## config.mk

```make
export PLATFORM = sky130hd
export DESIGN_NAME = count_display_driver
export DESIGN_NICKNAME = d
export VERILOG_FILES = /design/src/rtl/count_display_pkg.sv /design/src/rtl/seg7_decode.sv /design/src/rtl/count_display_driver.sv
export SDC_FILE = /design/constraint.sdc
export NUM_CORES = 1
export LEC_CHECK = 0
export ABC_CLOCK_PERIOD_IN_PS = 3600
export CORE_ASPECT_RATIO = 1.2
export CORE_UTILIZATION = 60
export DETAILED_ROUTE_END_ITERATION = 16
export GPL_ROUTABILITY_DRIVEN = 0
export PLACE_DENSITY = 0.93
export SYNTH_ARGS = -nofsm -noshare
export SYNTH_HDL_FRONTEND = slang
export SYNTH_HIERARCHICAL = 1
export SYNTH_SLANG_ARGS = --single-unit
```

## constraint.sdc

```tcl
create_clock -name CLK -period 3.6 [get_ports CLK]
set_input_delay 0.54 -clock CLK [delete_from_list [all_inputs] [get_ports CLK]]
set_output_delay 0.54 -clock CLK [all_outputs]
set_load 0.03 [all_outputs]
```

## src/rtl/count_display_pkg.sv

```systemverilog
// ---------------------------------------------------------------------------
// count_display_pkg
// Shared constants and helpers for the count display driver:
//   - segment patterns (active-low, bit order g..a) for BCD digits 0-9
//     and the all-off blank pattern
//   - digit-slot type and the matching active-low anode patterns
//   - default refresh divider (100 MHz clock -> 1 kHz per digit)
//   - BCD increment and slot-advance helpers
// ---------------------------------------------------------------------------
package count_display_pkg;

  localparam int REFRESH_DIV_DEFAULT = 100000;

  localparam logic [6:0] SEG_BLANK = 7'h7F;
  localparam logic [6:0] SEG_0     = 7'h40;
  localparam logic [6:0] SEG_1     = 7'h79;
  localparam logic [6:0] SEG_2     = 7'h24;
  localparam logic [6:0] SEG_3     = 7'h30;
  localparam logic [6:0] SEG_4     = 7'h19;
  localparam logic [6:0] SEG_5     = 7'h12;
  localparam logic [6:0] SEG_6     = 7'h02;
  localparam logic [6:0] SEG_7     = 7'h78;
  localparam logic [6:0] SEG_8     = 7'h00;
  localparam logic [6:0] SEG_9     = 7'h10;

  typedef enum logic [1:0] {
    SLOT_0 = 2'd0,
    SLOT_1 = 2'd1,
    SLOT_2 = 2'd2,
    SLOT_3 = 2'd3
  } slot_t;

  localparam logic [3:0] AN_SLOT_0 = 4'b1110;
  localparam logic [3:0] AN_SLOT_1 = 4'b1101;
  localparam logic [3:0] AN_SLOT_2 = 4'b1011;
  localparam logic [3:0] AN_SLOT_3 = 4'b0111;
  localparam logic [3:0] AN_OFF    = 4'b1111;

  // Two-digit packed BCD increment, 99 rolls over to 00. Out-of-range
  // nibbles are treated as 9 so a corrupted tally recovers on the next step.
  function automatic logic [7:0] bcd_inc(input logic [7:0] v);
    logic [3:0] ones;
    logic [3:0] tens;
    ones = v[3:0];
    tens = v[7:4];
    if (ones >= 4'd9) begin
      ones = 4'd0;
      if (tens >= 4'd9) begin
        tens = 4'd0;
      end else begin
        tens = tens + 4'd1;
      end
    end else begin
      ones = ones + 4'd1;
    end
    return {tens, ones};
  endfunction

  // Scan order 0 -> 1 -> 2 -> 3 -> 0.
  function automatic slot_t slot_next(input slot_t s);
    slot_t n;
    case (s)
      SLOT_0:  n = SLOT_1;
      SLOT_1:  n = SLOT_2;
      SLOT_2:  n = SLOT_3;
      SLOT_3:  n = SLOT_0;
      default: n = SLOT_0;
    endcase
    return n;
  endfunction

endpackage

```

## src/rtl/seg7_decode.sv

```systemverilog
// ---------------------------------------------------------------------------
// seg7_decode
// Combinational BCD to seven-segment decoder, active-low segments, g..a.
// Ports:
//   digit  in  4  BCD digit; values above 9 decode to blank
//   blank  in  1  force all segments off
//   seg    out 7  segment pattern, seg[0]=a ... seg[6]=g
// ---------------------------------------------------------------------------
module seg7_decode
  import count_display_pkg::*;
(
  input  logic [3:0] digit,
  input  logic       blank,
  output logic [6:0] seg
);

  // Digit lookup with blanking override.
  always_comb begin
    seg = SEG_BLANK;
    if (blank) begin
      seg = SEG_BLANK;
    end else begin
      case (digit)
        4'd0:    seg = SEG_0;
        4'd1:    seg = SEG_1;
        4'd2:    seg = SEG_2;
        4'd3:    seg = SEG_3;
        4'd4:    seg = SEG_4;
        4'd5:    seg = SEG_5;
        4'd6:    seg = SEG_6;
        4'd7:    seg = SEG_7;
        4'd8:    seg = SEG_8;
        4'd9:    seg = SEG_9;
        default: seg = SEG_BLANK;
      endcase
    end
  end

endmodule

```

## src/rtl/count_display_driver.sv

```systemverilog
// ---------------------------------------------------------------------------
// count_display_driver
// Samples a free-running 4-bit counter, counts its 15->0 wrap-arounds in a
// modulo-100 BCD tally and drives a 4-digit multiplexed common-anode
// seven-segment display: counter value (0-15) on digits 1:0, tally on 3:2.
// Ports:
//   CLK         in  1  system clock
//   CLR         in  1  asynchronous active-low reset (shared with counter)
//   COUNT_IN    in  4  counter value, synchronous to CLK
//   AN          out 4  digit enables, active-low one-hot, AN[0] rightmost
//   SEG         out 7  segments, active-low, SEG[0]=a ... SEG[6]=g
//   DP          out 1  decimal point, active-low, lit in slot 2 only
//   WRAP_PULSE  out 1  one-cycle pulse per detected wrap
//   WRAPS       out 8  wrap tally, packed BCD {tens, ones}
// ---------------------------------------------------------------------------
module count_display_driver
  import count_display_pkg::*;
#(
  parameter int REFRESH_DIV = REFRESH_DIV_DEFAULT
)
(
  input  logic       CLK,
  input  logic       CLR,
  input  logic [3:0] COUNT_IN,
  output logic [3:0] AN,
  output logic [6:0] SEG,
  output logic       DP,
  output logic       WRAP_PULSE,
  output logic [7:0] WRAPS
);

  localparam int PRE_W = (REFRESH_DIV > 2) ? $clog2(REFRESH_DIV) : 1;
  localparam logic [PRE_W-1:0] PRE_LAST = PRE_W'(REFRESH_DIV - 1);
  localparam logic [PRE_W-1:0] PRE_ONE  = PRE_W'(1);
  localparam logic [PRE_W-1:0] PRE_ZERO = PRE_W'(0);

  logic [3:0]       cnt_d,   cnt_q;
  logic [7:0]       wraps_d, wraps_q;
  logic             wrap_pulse_d, wrap_pulse_q;
  logic [PRE_W-1:0] pre_d,   pre_q;
  slot_t            slot_d,  slot_q;
  logic [3:0]       an_d,    an_q;
  logic [6:0]       seg_d,   seg_q;
  logic             dp_d,    dp_q;

  logic             wrap_s;
  logic             pre_last_s;
  logic [3:0]       mux_digit_s;
  logic             mux_blank_s;
  logic [6:0]       dec_seg_s;

  // Input sample, wrap detection, BCD tally and refresh prescaler.
  always_comb begin
    cnt_d        = COUNT_IN;
    wrap_s       = (cnt_q == 4'd15) && (COUNT_IN == 4'd0);
    wrap_pulse_d = wrap_s;
    pre_last_s   = (pre_q == PRE_LAST);
    if (wrap_s) begin
      wraps_d = bcd_inc(wraps_q);
    end else begin
      wraps_d = wraps_q;
    end
    if (pre_last_s) begin
      pre_d  = PRE_ZERO;
      slot_d = slot_next(slot_q);
    end else begin
      pre_d  = pre_q + PRE_ONE;
      slot_d = slot_q;
    end
  end

  // Select the digit shown in the active slot; tens of the counter is
  // either "1" or blank since the counter never exceeds 15.
  always_comb begin
    mux_digit_s = 4'd0;
    mux_blank_s = 1'b1;
    case (slot_q)
      SLOT_0: begin
        mux_digit_s = (cnt_q >= 4'd10) ? (cnt_q - 4'd10) : cnt_q;
        mux_blank_s = 1'b0;
      end
      SLOT_1: begin
        mux_digit_s = 4'd1;
        mux_blank_s = (cnt_q < 4'd10);
      end
      SLOT_2: begin
        mux_digit_s = wraps_q[3:0];
        mux_blank_s = 1'b0;
      end
      SLOT_3: begin
        mux_digit_s = wraps_q[7:4];
        mux_blank_s = 1'b0;
      end
      default: begin
        mux_digit_s = 4'd0;
        mux_blank_s = 1'b1;
      end
    endcase
  end

  seg7_decode u_seg7_decode (
    .digit (mux_digit_s),
    .blank (mux_blank_s),
    .seg   (dec_seg_s)
  );

  // Next display outputs. The last prescaler cycle of every slot turns all
  // anodes and segments off so the previous digit does not ghost into the
  // next one while the anode drivers switch.
  always_comb begin
    case (slot_q)
      SLOT_0:  an_d = AN_SLOT_0;
      SLOT_1:  an_d = AN_SLOT_1;
      SLOT_2:  an_d = AN_SLOT_2;
      SLOT_3:  an_d = AN_SLOT_3;
      default: an_d = AN_OFF;
    endcase
    if (slot_q == SLOT_2) begin
      dp_d = 1'b0;
    end else begin
      dp_d = 1'b1;
    end
    if (pre_last_s) begin
      an_d  = AN_OFF;
      seg_d = SEG_BLANK;
    end else begin
      seg_d = dec_seg_s;
    end
  end

  // All state and registered outputs.
  always_ff @(posedge CLK or negedge CLR) begin
    if (!CLR) begin
      cnt_q        <= 4'd0;
      wraps_q      <= 8'h00;
      wrap_pulse_q <= 1'b0;
      pre_q        <= PRE_ZERO;
      slot_q       <= SLOT_0;
      an_q         <= AN_OFF;
      seg_q        <= SEG_BLANK;
      dp_q         <= 1'b1;
    end else begin
      cnt_q        <= cnt_d;
      wraps_q      <= wraps_d;
      wrap_pulse_q <= wrap_pulse_d;
      pre_q        <= pre_d;
      slot_q       <= slot_d;
      an_q         <= an_d;
      seg_q        <= seg_d;
      dp_q         <= dp_d;
    end
  end

  assign AN         = an_q;
  assign SEG        = seg_q;
  assign DP         = dp_q;
  assign WRAP_PULSE = wrap_pulse_q;
  assign WRAPS      = wraps_q;

endmodule

```

After elaboration in Yosys (flattened, before gate mapping)
Memories as Yosys holds them, arrays and structs flattened.
Index checks and enable logic that the tools add are counted.
Widths: inputs -> output; s select.
{"block": "op_classes", "mul": 0, "reduce_logical": 5, "order_cmp": 4, "shifts": 0, "div_mod_pow": 0, "mux": 12, "eq_ne": 5, "n_bitwise": 0, "addsub": 4}
{"operator": "$pmux 4 s4", "n": 2}
{"operator": "$add 17x1->17 const B", "n": 1}
{"operator": "$eq 17x17->1 const B", "n": 1}
{"operator": "$mux 17", "n": 1}
{"operator": "$mux 4", "n": 4}
{"operator": "$mux 7", "n": 2}
{"operator": "$ge 4x4->1 const B", "n": 3}
{"operator": "$add 4x1->4 const B", "n": 2}
{"operator": "$pmux 2 s4", "n": 1}
{"operator": "$eq 2x2->1 const B", "n": 2}
{"operator": "$eq 4x4->1 const B", "n": 1}
{"operator": "$logic_not 4->1", "n": 1}
{"operator": "$lt 4x4->1 const B", "n": 1}
{"operator": "$sub 4x4->4 const B", "n": 1}
{"operator": "$reduce_or 3->1", "n": 1}
{"operator": "$eq 2x1->1 const B", "n": 1}
{"operator": "$logic_not 2->1", "n": 1}
{"operator": "$pmux 1 s2", "n": 1}
{"operator": "$reduce_and 2->1", "n": 1}
{"operator": "$logic_and 1x1->1", "n": 1}
{"operator": "$mux 1", "n": 1}
{"block": "word_totals", "mem_count": 1, "input_bits": 6, "latch_bits": 0, "wordCells": 40, "ramBits": 0, "reg_bits": 44, "romBits": 112}
{"memory": "(no name shown)", "depth": 16, "word_bits": 7, "rd": 1, "rd_clocked_by_memory_dff": 0, "wr": 0, "line_no": "seg7_decode.sv:23", "source": "case (digit)"}

Depth between registers and ports, before layout
Gate-level depths: netlist of run 1.
An unclocked memory read counts as a cell.
{"block": "logic_depth", "word_depth": 6, "mapped_depth": 11, "mapped_depth_nobuf": 10}

By module
The synthesis of run 1 kept the hierarchy.
{"module": "count_display_driver", "cells_each": 188, "seq_area_each_um2": 1116.1, "instances": 1, "area_each_um2": 2083.2}
{"module": "seg7_decode", "cells_each": 33, "seq_area_each_um2": 0.0, "instances": 1, "area_each_um2": 236.5}

Worst setup path after synthesis of run 1
Ideal clock, no wire load.
{"block": "synth_timing", "path_type": "register to register", "start": "register slot_q[1]", "end": "register seg_q[0] (netlist: SEG[0])", "setup_time_ps": 81, "synth_period_minus_slack_ps": 2130, "arrival_ps": 2048, "setup_slack_ps": 1470, "path_stages_with_launch": 11, "t_required_ps": 3519, "path_buffers": 1, "path_cell_list": "dfrtp_1 > inv_1 > ha_1 > clkbuf_1 > a221oi_1 > a21oi_1 > inv_1 > ha_1 > o21ai_0 > a21oi_1 > or2b_1"}
{"block": "synth_between", "elab_chain_cells": 5}
{"element": "start: declaration", "line_no": "count_display_driver.sv:41", "source": "slot_t slot_d, slot_q;"}
{"element": "start signal: assignment", "line_no": "count_display_driver.sv:147", "source": "slot_q <= slot_d;"}
{"element": "$eq 2x2->1 (tied with other cells)", "line_no": "count_display_driver.sv:77", "source": "case (slot_q)"}
{"element": "$pmux 4 s4 *", "line_no": "count_display_driver.sv:77"}
{"element": "net mux_digit_s[1]", "line_no": "count_display_driver.sv:48", "source": "logic [3:0] mux_digit_s;"}
{"element": "$mem_v2 16x7 *"}
{"element": "$mux 7 *", "line_no": "seg7_decode.sv:20", "source": "if (blank) begin"}
{"element": "net dec_seg_s[0]", "line_no": "count_display_driver.sv:50", "source": "logic [6:0] dec_seg_s;"}
{"element": "$mux 7 *", "line_no": "count_display_driver.sv:123", "source": "if (pre_last_s) begin"}
{"element": "net seg_d[0]", "line_no": "count_display_driver.sv:43", "source": "logic [6:0] seg_d, seg_q;"}
{"element": "end signal: assignment", "line_no": "count_display_driver.sv:149", "source": "seg_q <= seg_d;"}
{"element": "end: declaration", "line_no": "count_display_driver.sv:43"}
Mark *: on every way through the listed nets, which the timed path passes. The rest lies on a longest branch.
A chain may end at the register's enable or synchronous reset.

Worst setup path after layout of run 1
Ends and elaborated chain as after synthesis.

==> results of run 1 <==
==> stage by stage <==
stage / hold WS, ps / util / setup WS (ps) / cells
after floorplan: 244 / - / 1470 / 221
after global placement: 474 / 0.709 / 1360 / 293
after detailed placement: 484 / 0.709 / 1250 / 293
after CTS: 400 / 0.739 / 1220 / 301
after global routing: 471 / 0.739 / 911 / 301
final: 369 / 0.739 / 1220 / 301
==> cell type report <==
cell class                 count  share of cell area
clock inverter                 3              0.0157
multi-input combinational    155               0.406
timing repair buffer          26              0.0943
inverter                      16              0.0222
clock buffer                   5              0.0254
sequential                    44               0.412
tap                           52              0.0240
==> power groups by stage <==
stage                     clock, W  combinational (W)  sequential (W)
after floorplan                  0          0.0000534        0.000570
after global placement           0           0.000133        0.000539
after detailed placement         0           0.000138        0.000539
after CTS                 0.000386           0.000140        0.000530
after global routing      0.000400           0.000151        0.000532
final                     0.000375           0.000138        0.000530
==> path summary, 6_finish.rpt <==
kind,endpoint,cells past startpoint,slack (ps)
max,SEG[0],8,1220
min,WRAPS[4],1,370
max reg2reg,SEG[0],8,1220
min reg2reg,pre_q[0],1,500
max in group asynchronous,pre_q[12],1,2660
min in group CLK,pre_q[0],1,500
==> layout by cell type (no fill, tap or decap), types with 2 or more instances in the layout <==
| cell | count |
|---|---|
| xor2_1 | 4 |
| and3_1 | 2 |
| and2_1 | 2 |
| nand2_1 | 17 |
| nor4_1 | 3 |
| o21ai_0 | 14 |
| dfstp_2 | 12 |
| and4_1 | 4 |
| nor3b_2 | 2 |
| ha_1 | 17 |
| and4b_1 | 3 |
| a21oi_1 | 13 |
| nand3_1 | 9 |
| xnor2_1 | 10 |
| a221oi_1 | 3 |
| clkdlybuf4s50_1 | 25 |
| dfrtp_1 | 32 |
| nand2b_1 | 9 |
| nor2_1 | 15 |
| nor3_1 | 2 |
| inv_1 | 16 |
| clkbuf_8 | 5 |
| nand4_1 | 4 |
| nor3_2 | 2 |
| or2b_1 | 2 |
==> logic make-up (layout without fill, tap and decap cells) <==
group | Yosys count | in the layout | synth area share
fa+ha+maj | 17 | 17 | 0.0917
flops | 44 | 44 | 0.481
compound gates | 41 | 41 | 0.110
xor+xnor | 14 | 14 | 0.0529
mux | 2 | 2 | 0.00917
buf+inv | 22 | 50 | 0.0448
simple gates | 81 | 81 | 0.210
==> sequential cells by signal (all words and copies together), names as in the netlist <==
signal	flops
pre_q	17
WRAPS	8
SEG	7
AN	4
cnt_q	4
slot_q	2
DP	1
WRAP_PULSE	1
==> routing by layer <==
metal	part of all wire	track usage	vias up
met5	0	0	-
li1	-	-	818
met2	0.50	0.388	35
met3	0.041	0.0630	9
met1	0.44	0.301	826
met4	0.021	0.103	0
==> results.toml, run 1 <==
[run_status]
run_status = "finished clean"

[critical_path]
critical_path_class = "reg2reg"
regToRegStartpoint = "slot_q[1]"
crit_arrival_ps = 2610
cp-end-kind = "flop"
cp_slowest_stage_delay_ps = 550
cp.buffers_inverters = 1
cpMaxStageDelayCell = "a21oi_1"
worstPathRequired_ps = 3830
worstPathMaxFanout = 11
crit_path_cell_trace = "inv_1 -> ha_1 -> a221oi_1 -> a21oi_1 -> or2b_1 -> o21ai_0 -> a21oi_1 -> or2b_1"
critPathLaunchType = "flop"
startpoint = "slot_q[1]"
critPathTopFamily = "compound AO/OA/AOI/OAI gates"

[synth]
syn-mean-instance-area_um2 = 10.5
synth_area_leaders = "dfrtp_1, dfstp_2, ha_1"
synthTopCellsByCount = "dfrtp_1, ha_1, nand2_1"
synth.most_common_cell = "dfrtp_1"
yosysWarnings = 6
yosysSeqAreaShare = 0.481
synthFlopType = "dfrtp_1"
yosysTopAreaCell = "dfrtp_1"
synth_seq_cells = 44
synth-edff-count = 0
synth_top_cell_area_share = 0.345
syn_nets = 244
ys_async_sr_fraction = 1.00
netlist_area_um2 = 2320
syn_inst = 221
yosysUniqueCellTypes = 45

[clocking]
clkSinkCount = 44
cts_resized = 0
htreeDepth = 2
clk-insertion-delay-late_ps = 300
cts_tree = "done"
clockBufferDepth = 2
post_cts_buffers = 0
cts_buffers = 5
cts_root_buffer = "clkbuf_8"
cts_hold_buf = 0
clkTransAtPathRegs_ps = 80

[global_route]
grt_first_pass_wirelength_mm = 7.37
grt_max_degree = 45
grt_pass1_vias = 1669
track_usage = 0.241
grt_overflow = 0
antenna_found_initial = 0

[detailed_routing]
finalWirelength_mm = 4.26
drc = 0
wire_per_inst_um = 14.2
detail_route.vias_per_cell = 5.61
drt_iter0_markers = 42
vias = 1688
first_pass_iters = 5
route.antenna.remaining_nets = 0

[power_and_ir_drop]
clkPwrFrac = 0.360
p_seq_frac = 0.508
p_int_w = 0.000783
p_sw_frac = 0.250
powerDensity_nw_per_um2 = 385
switching_power_w = 0.000260
power_w = 0.00104
vdd_drop_max_mv = 0.318
leakagePower_nw = 1.19
pwr-share-comb = 0.132

[placement]
dp_hpwl_mm = 2.96
io_buffers = 26
place_area_um2 = 2600

[final_layout]
postLayoutCellArea_um2 = 2710
n_fill_cell = 252
multi_input_area_um2 = 1100
regArea_um2 = 1120
nets = 271
layout-drive-gt1-share = 0.129
area_growth_pct = 16.7
antenna_cells = 0

[floorplan]
io_pins = 27
coreArea_um2 = 3660
rows = 24
initial_utilization = 0.633
dieArea_um2 = 4120
die_h_um = 70.1
die_x_um = 58.8

[worst_hold_path]
hp-class = "in2async"

[timing]
skew_ps = 6.39
slew_violations = 0
fin_crit_ps = 2380
fin_tns_setup_ps = 0
tightest_slew_ps = 950
max-slew-margin-rel = 0.360
fmax_mhz = 421
post-route-period-util = 0.660
setup-violations-final = 0
grt_setup_unrepaired = "no"
finalHoldViolations = 0

[job]
maxCapViolations = 0
(Power assumes the default switching activity.)
==> run 2, diff against run 1 <==
--- a/config.mk
+++ b/config.mk
@@ -5,12 +5,12 @@
 export SDC_FILE = /design/constraint.sdc
 export NUM_CORES = 1
 export LEC_CHECK = 0
-export ABC_CLOCK_PERIOD_IN_PS = 3600
+export ABC_CLOCK_PERIOD_IN_PS = 2450
 export CORE_ASPECT_RATIO = 1.2
-export CORE_UTILIZATION = 60
+export CORE_UTILIZATION = 55
 export DETAILED_ROUTE_END_ITERATION = 16
 export GPL_ROUTABILITY_DRIVEN = 0
-export PLACE_DENSITY = 0.93
+export PLACE_DENSITY = 0.87
 export SYNTH_ARGS = -nofsm -noshare
 export SYNTH_HDL_FRONTEND = slang
 export SYNTH_HIERARCHICAL = 1
==> constraint.sdc (replaced) <==
create_clock -name CLK -period 2.45 [get_ports CLK]
set_input_delay 0.3675 -clock CLK [delete_from_list [all_inputs] [get_ports CLK]]
set_output_delay 0.3675 -clock CLK [all_outputs]
set_load 0.03 [all_outputs]
==> run 2 against run 1 <==
Compared with the run above: count of clock-buffer cells in the layout increased by 1; clock skew rose by 1.6 ps; worst hold slack worse by 170 ps; via count is 0.95% higher; cell area up 1.2%; non-clock buffer count is 2 higher; register-to-register slack lost 1000 ps; flip-flop and latch count unchanged; sequential share of layout area down 0.47 points; sequential power increased by 47%; utilization decreased by 5.5 points.
==> results.toml, run 2 (synthesized netlist as in run 1, its figures left out) <==
[run_status]
run_status = "finished clean"

[detailed_routing]
route.antenna.remaining_nets = 0
vias = 1704
finalWirelength_mm = 4.06
detail_route.vias_per_cell = 5.59
wire_per_inst_um = 13.3
first_pass_iters = 4
drt_iter0_markers = 52
drc = 0

[clocking]
cts_resized = 0
cts_buffers = 5
htreeDepth = 2
clkTransAtPathRegs_ps = 80
clk-insertion-delay-late_ps = 300
cts_tree = "done"
post_cts_buffers = 0
cts_hold_buf = 0
clockBufferDepth = 2
clkSinkCount = 44
cts_root_buffer = "clkbuf_8"

[critical_path]
critical_path_class = "reg2reg"
cp-end-kind = "flop"
worstPathMaxFanout = 7
startpoint = "slot_q[0]"
worstPathRequired_ps = 2700
critPathLaunchType = "flop"
regToRegStartpoint = "slot_q[0]"
crit_arrival_ps = 2490

[floorplan]
die_x_um = 61.3
coreArea_um2 = 4000
initial_utilization = 0.579
dieArea_um2 = 4480
io_pins = 27
die_h_um = 73.1
rows = 25

[timing]
tightest_slew_ps = 924
fin_crit_ps = 2240
setup_ws_ps = 207
finalHoldViolations = 0
setup-violations-final = 0
skew_ps = 7.99
max-slew-margin-rel = 0.384
fmax_mhz = 446
fin_tns_setup_ps = 0
grt_setup_unrepaired = "no"
slew_violations = 0
post-route-period-util = 0.915

[final_layout]
layout_commonest_cell = "dfrtp_1"
largest_reg_flops = 17
layout_common_cells = "dfrtp_1, clkdlybuf4s50_1, nand2_1, ha_1, inv_1"
nets = 273
final_core_util = 0.684
layout-drive-gt1-share = 0.139
antenna_cells = 0
area_growth_pct = 18.1
postLayoutCellArea_um2 = 2740
top_register = "pre_q"

[global_route]
grt_overflow = 0
track_usage = 0.217
grt_pass1_vias = 1615
grt_max_degree = 45
grt_first_pass_wirelength_mm = 7.06
antenna_found_initial = 0

[power_and_ir_drop]
p_sw_frac = 0.242
vdd_drop_max_mv = 0.478
p_seq_frac = 0.500
clkPwrFrac = 0.372
powerDensity_nw_per_um2 = 569
power_w = 0.00156
leakagePower_nw = 1.21
switching_power_w = 0.000377
pwr-share-comb = 0.129
p_int_w = 0.00118

[worst_hold_path]
hp-class = "in2async"

[placement]
dp_hpwl_mm = 2.90
io_buffers = 26
place_ws_ps = 125
place_area_um2 = 2610

[job]
maxCapViolations = 0
[run 2: cell count changes in the layout (fill, tap and decap cells not counted)]
cell	before	now
clkinvlp_4	1	0
o21ai_1	1	2
a21oi_2	0	1
clkinv_2	1	0
clkinv_4	0	1
clkbuf_8	5	6
buf_4	0	2
a21oi_1	13	12
o21ai_0	14	13
[run 2: path summary, 6_finish.rpt]
kind | end | slack [ps] | depth (start not counted)
worst max-delay path | SEG[3] | 210 | 9
worst min-delay path | WRAPS[6] | 200 | 1
worst max register to register | SEG[3] | 210 | 9
worst min register to register | pre_q[16] | 500 | 1
max in group asynchronous | WRAPS[0] | 1680 | 1
min in group CLK | pre_q[16] | 500 | 1
[run 2: critical path, cell delays in order, from the launching register on]
cell and delay (ps):
dfrtp_1 430, inv_1 120, ha_1 290, a221oi_1 120, o21ai_0 370, inv_1 150
ha_1 340, nor3b_2 160, a21oi_1 110, nand2b_1 110
[run 2: per-stage QoR]
stage | hold slack, ps | instances
after global placement | 471 | 297
after floorplan | 71.9 | 221
after global routing | 280 | 305
after detailed placement | 490 | 297
final | 197 | 305
after CTS | 221 | 305
[run 2: cell type report]
| cell class | instances | area, µm² |
|---|---|---|
| Tap cell | 54 | 67.6 |
| Fill cell | 314 | 1260 |
| Inverter | 16 | 60.1 |
| Sequential cell | 44 | 1120 |
| Clock buffer | 6 | 82.6 |
| Multi-Input combinational cell | 155 | 1100 |
| Clock inverter | 2 | 38.8 |
| Timing Repair Buffer | 28 | 270 |
[run 2: routing by layer]
metal	up-vias	share of wire	track usage
met5	-	0	0
met4	0	0.019	0.0985
met3	7	0.042	0.0532
met2	39	0.50	0.347
met1	836	0.43	0.274
li1	822	-	-
[run 2: power groups by stage]
| stage | combinational (W) | sequential [W] | clock (W) |
|---|---|---|---|
| after detailed placement | 0.000201 | 0.000793 | 0 |
| after CTS | 0.000202 | 0.000779 | 0.000604 |
| after global placement | 0.000197 | 0.000791 | 0 |
| after global routing | 0.000223 | 0.000783 | 0.000616 |
| after floorplan | 0.0000785 | 0.000837 | 0 |
| final | 0.000201 | 0.000779 | 0.000580 |
==> run 3, diff against run 2 <==
--- a/config.mk
+++ b/config.mk
@@ -11,6 +11,7 @@
 export DETAILED_ROUTE_END_ITERATION = 16
 export GPL_ROUTABILITY_DRIVEN = 0
 export PLACE_DENSITY = 0.87
+export SETUP_SLACK_MARGIN = 0.3
 export SYNTH_ARGS = -nofsm -noshare
 export SYNTH_HDL_FRONTEND = slang
 export SYNTH_HIERARCHICAL = 1
==> run 3 against run 2 <==
Compared with the run above: wire length up 6.6%; critical path depth up 1; die area unchanged; sequential share of layout area down 0.55 points; worst hold slack about the same; setup slack better by 76 ps; first-iteration DRC count up 29%; clock skew down 1.5 ps; power up 0.67%; register-to-register slack better by 80 ps; sequential power about the same; clock power about the same.
==> results.toml, run 3 (synthesized netlist as in run 1, its figures left out) <==
[floorplan]
die_x_um = 61.3
die_h_um = 73.1
coreArea_um2 = 4000
initial_utilization = 0.579
dieArea_um2 = 4480
io_pins = 27
rows = 25

[clocking]
clkTransAtPathRegs_ps = 80
clkSinkCount = 44
cts_buffers = 5
cts_hold_buf = 0
clk-insertion-delay-late_ps = 300
clockBufferDepth = 2
cts_root_buffer = "clkbuf_8"
htreeDepth = 2
cts_tree = "done"

[global_route]
antenna_found_initial = 0
grt_max_degree = 45
grt_pass1_vias = 1638
gr-usage-met3 = 0.0532
busiest_layer = "met2"
grt_overflow = 0
use_met1 = 0.282
track_usage = 0.222
gr-usage-met2 = 0.349
grt_first_pass_wirelength_mm = 7.18

[placement]
io_buffers = 26
dp_hpwl_mm = 2.90

[power_and_ir_drop]
vdd_drop_max_mv = 0.506
power_w = 0.00157
pwr-share-comb = 0.133
clkPwrFrac = 0.370
powerDensity_nw_per_um2 = 565
p_seq_frac = 0.497
switching_power_w = 0.000383
leakagePower_nw = 1.22
p_sw_frac = 0.244
p_int_w = 0.00119

[detailed_routing]
drt_iter0_markers = 67
first_pass_iters = 5
route.antenna.remaining_nets = 0
drc = 0
wire_per_inst_um = 14.1
finalWirelength_mm = 4.33
detail_route.vias_per_cell = 5.55
vias = 1710

[worst_hold_path]
hp-class = "in2async"

[critical_path]
worstPathRequired_ps = 2680
startpoint = "slot_q[0]"
rr_worst_depth = 10
crit_arrival_ps = 2400
critPathLaunchType = "flop"
rrSetupSlack_ps = 280
reg2reg_to = "SEG[2]"
cp-end-kind = "flop"
critical_path_class = "reg2reg"
worstPathMaxFanout = 7
regToRegStartpoint = "slot_q[0]"
endpoint = "SEG[2]"

[timing]
post-route-period-util = 0.884
max-slew-margin-rel = 0.386
finalHoldViolations = 0
setup-violations-final = 0
tightest_slew_ps = 922
grt_setup_unrepaired = "yes"
skew_ps = 6.50
slew_violations = 0
fmax_mhz = 462
fin_crit_ps = 2170
fin_tns_setup_ps = 0

[final_layout]
n_fill_cell = 316
layout_common_cells = "dfrtp_1, clkdlybuf4s50_1, nand2_1, inv_1"
regArea_um2 = 1120
layout-drive-gt1-share = 0.165
layout_commonest_cell = "dfrtp_1"
nets = 276
top_register = "pre_q"
multi_input_area_um2 = 1120
largest_reg_flops = 17
area_growth_pct = 19.7
antenna_cells = 0

[job]
maxCapViolations = 0

[run_status]
run_status = "finished clean"
-- run 3: layout make-up --
| class | count | area share |
|---|---|---|
| Clock inverter | 2 | 0.0140 |
| Timing Repair Buffer | 31 | 0.105 |
| Tap cell | 54 | 0.0243 |
| Inverter | 16 | 0.0216 |
| Sequential cell | 44 | 0.402 |
| Multi-Input combinational cell | 155 | 0.403 |
| Clock buffer | 6 | 0.0297 |
-- run 3: metal layers --
| metal | part of all wire | up-vias |
|---|---|---|
| li1 | - | 828 |
| met1 | 0.43 | 824 |
| met2 | 0.51 | 52 |
| met3 | 0.043 | 6 |
| met4 | 0.018 | 0 |
| met5 | 0 | - |
-- run 3: through the flow --
step           instances  cell area, µm²  setup WS (ps)  hold slack [ps]   util
3_5_place_dp         297            2610            125              490  0.653
4_1_cts              305            2740            281              221  0.685
6_report             308            2780            284              197  0.693
5_1_grt              308            2780            143              280  0.693
3_3_place_gp         297            2610            229              471  0.653
2_1_floorplan        221            2320            320             71.9      -
-- run 3: timing repair --
item / in CTS / in global routing
pin swaps: 0 / 2
gates resized for setup: 4 / 3
setup buffers: 0 / 3
setup endpoints to repair: 7 / 7
-- run 3: worst min-delay path by stage --
stage / from / to / slack (ps) / cells past startpoint
after CTS: CLR / pre_q[6] / 220 / 1
final: CLR / WRAPS[6] / 200 / 1
after global routing: CLR / pre_q[15] / 280 / 1
after detailed placement: pre_q[16] / pre_q[16] / 490 / 1
after floorplan: CLR / WRAPS[0] / 70 / 0
after global placement: pre_q[16] / pre_q[16] / 470 / 1
-- run 3: power by group through the flow --
stage	clock network [W]	registers, W	logic (W)
floorplan	0	0.000837	0.0000785
global placement	0	0.000791	0.000197
detailed placement	0	0.000793	0.000201
CTS	0.000604	0.000779	0.000203
global route	0.000616	0.000784	0.000230
finish	0.000581	0.000780	0.000208
-- run 3: critical path, cell delays in order, from the launching register on --
cell	delay (ps)
dfrtp_1	430
inv_1	130
ha_2	280
a221oi_1	110
o21ai_1	310
inv_1	140
ha_1	240
nor2b_1	140
o22ai_1	140
nand2b_1	60
nand2b_1	130
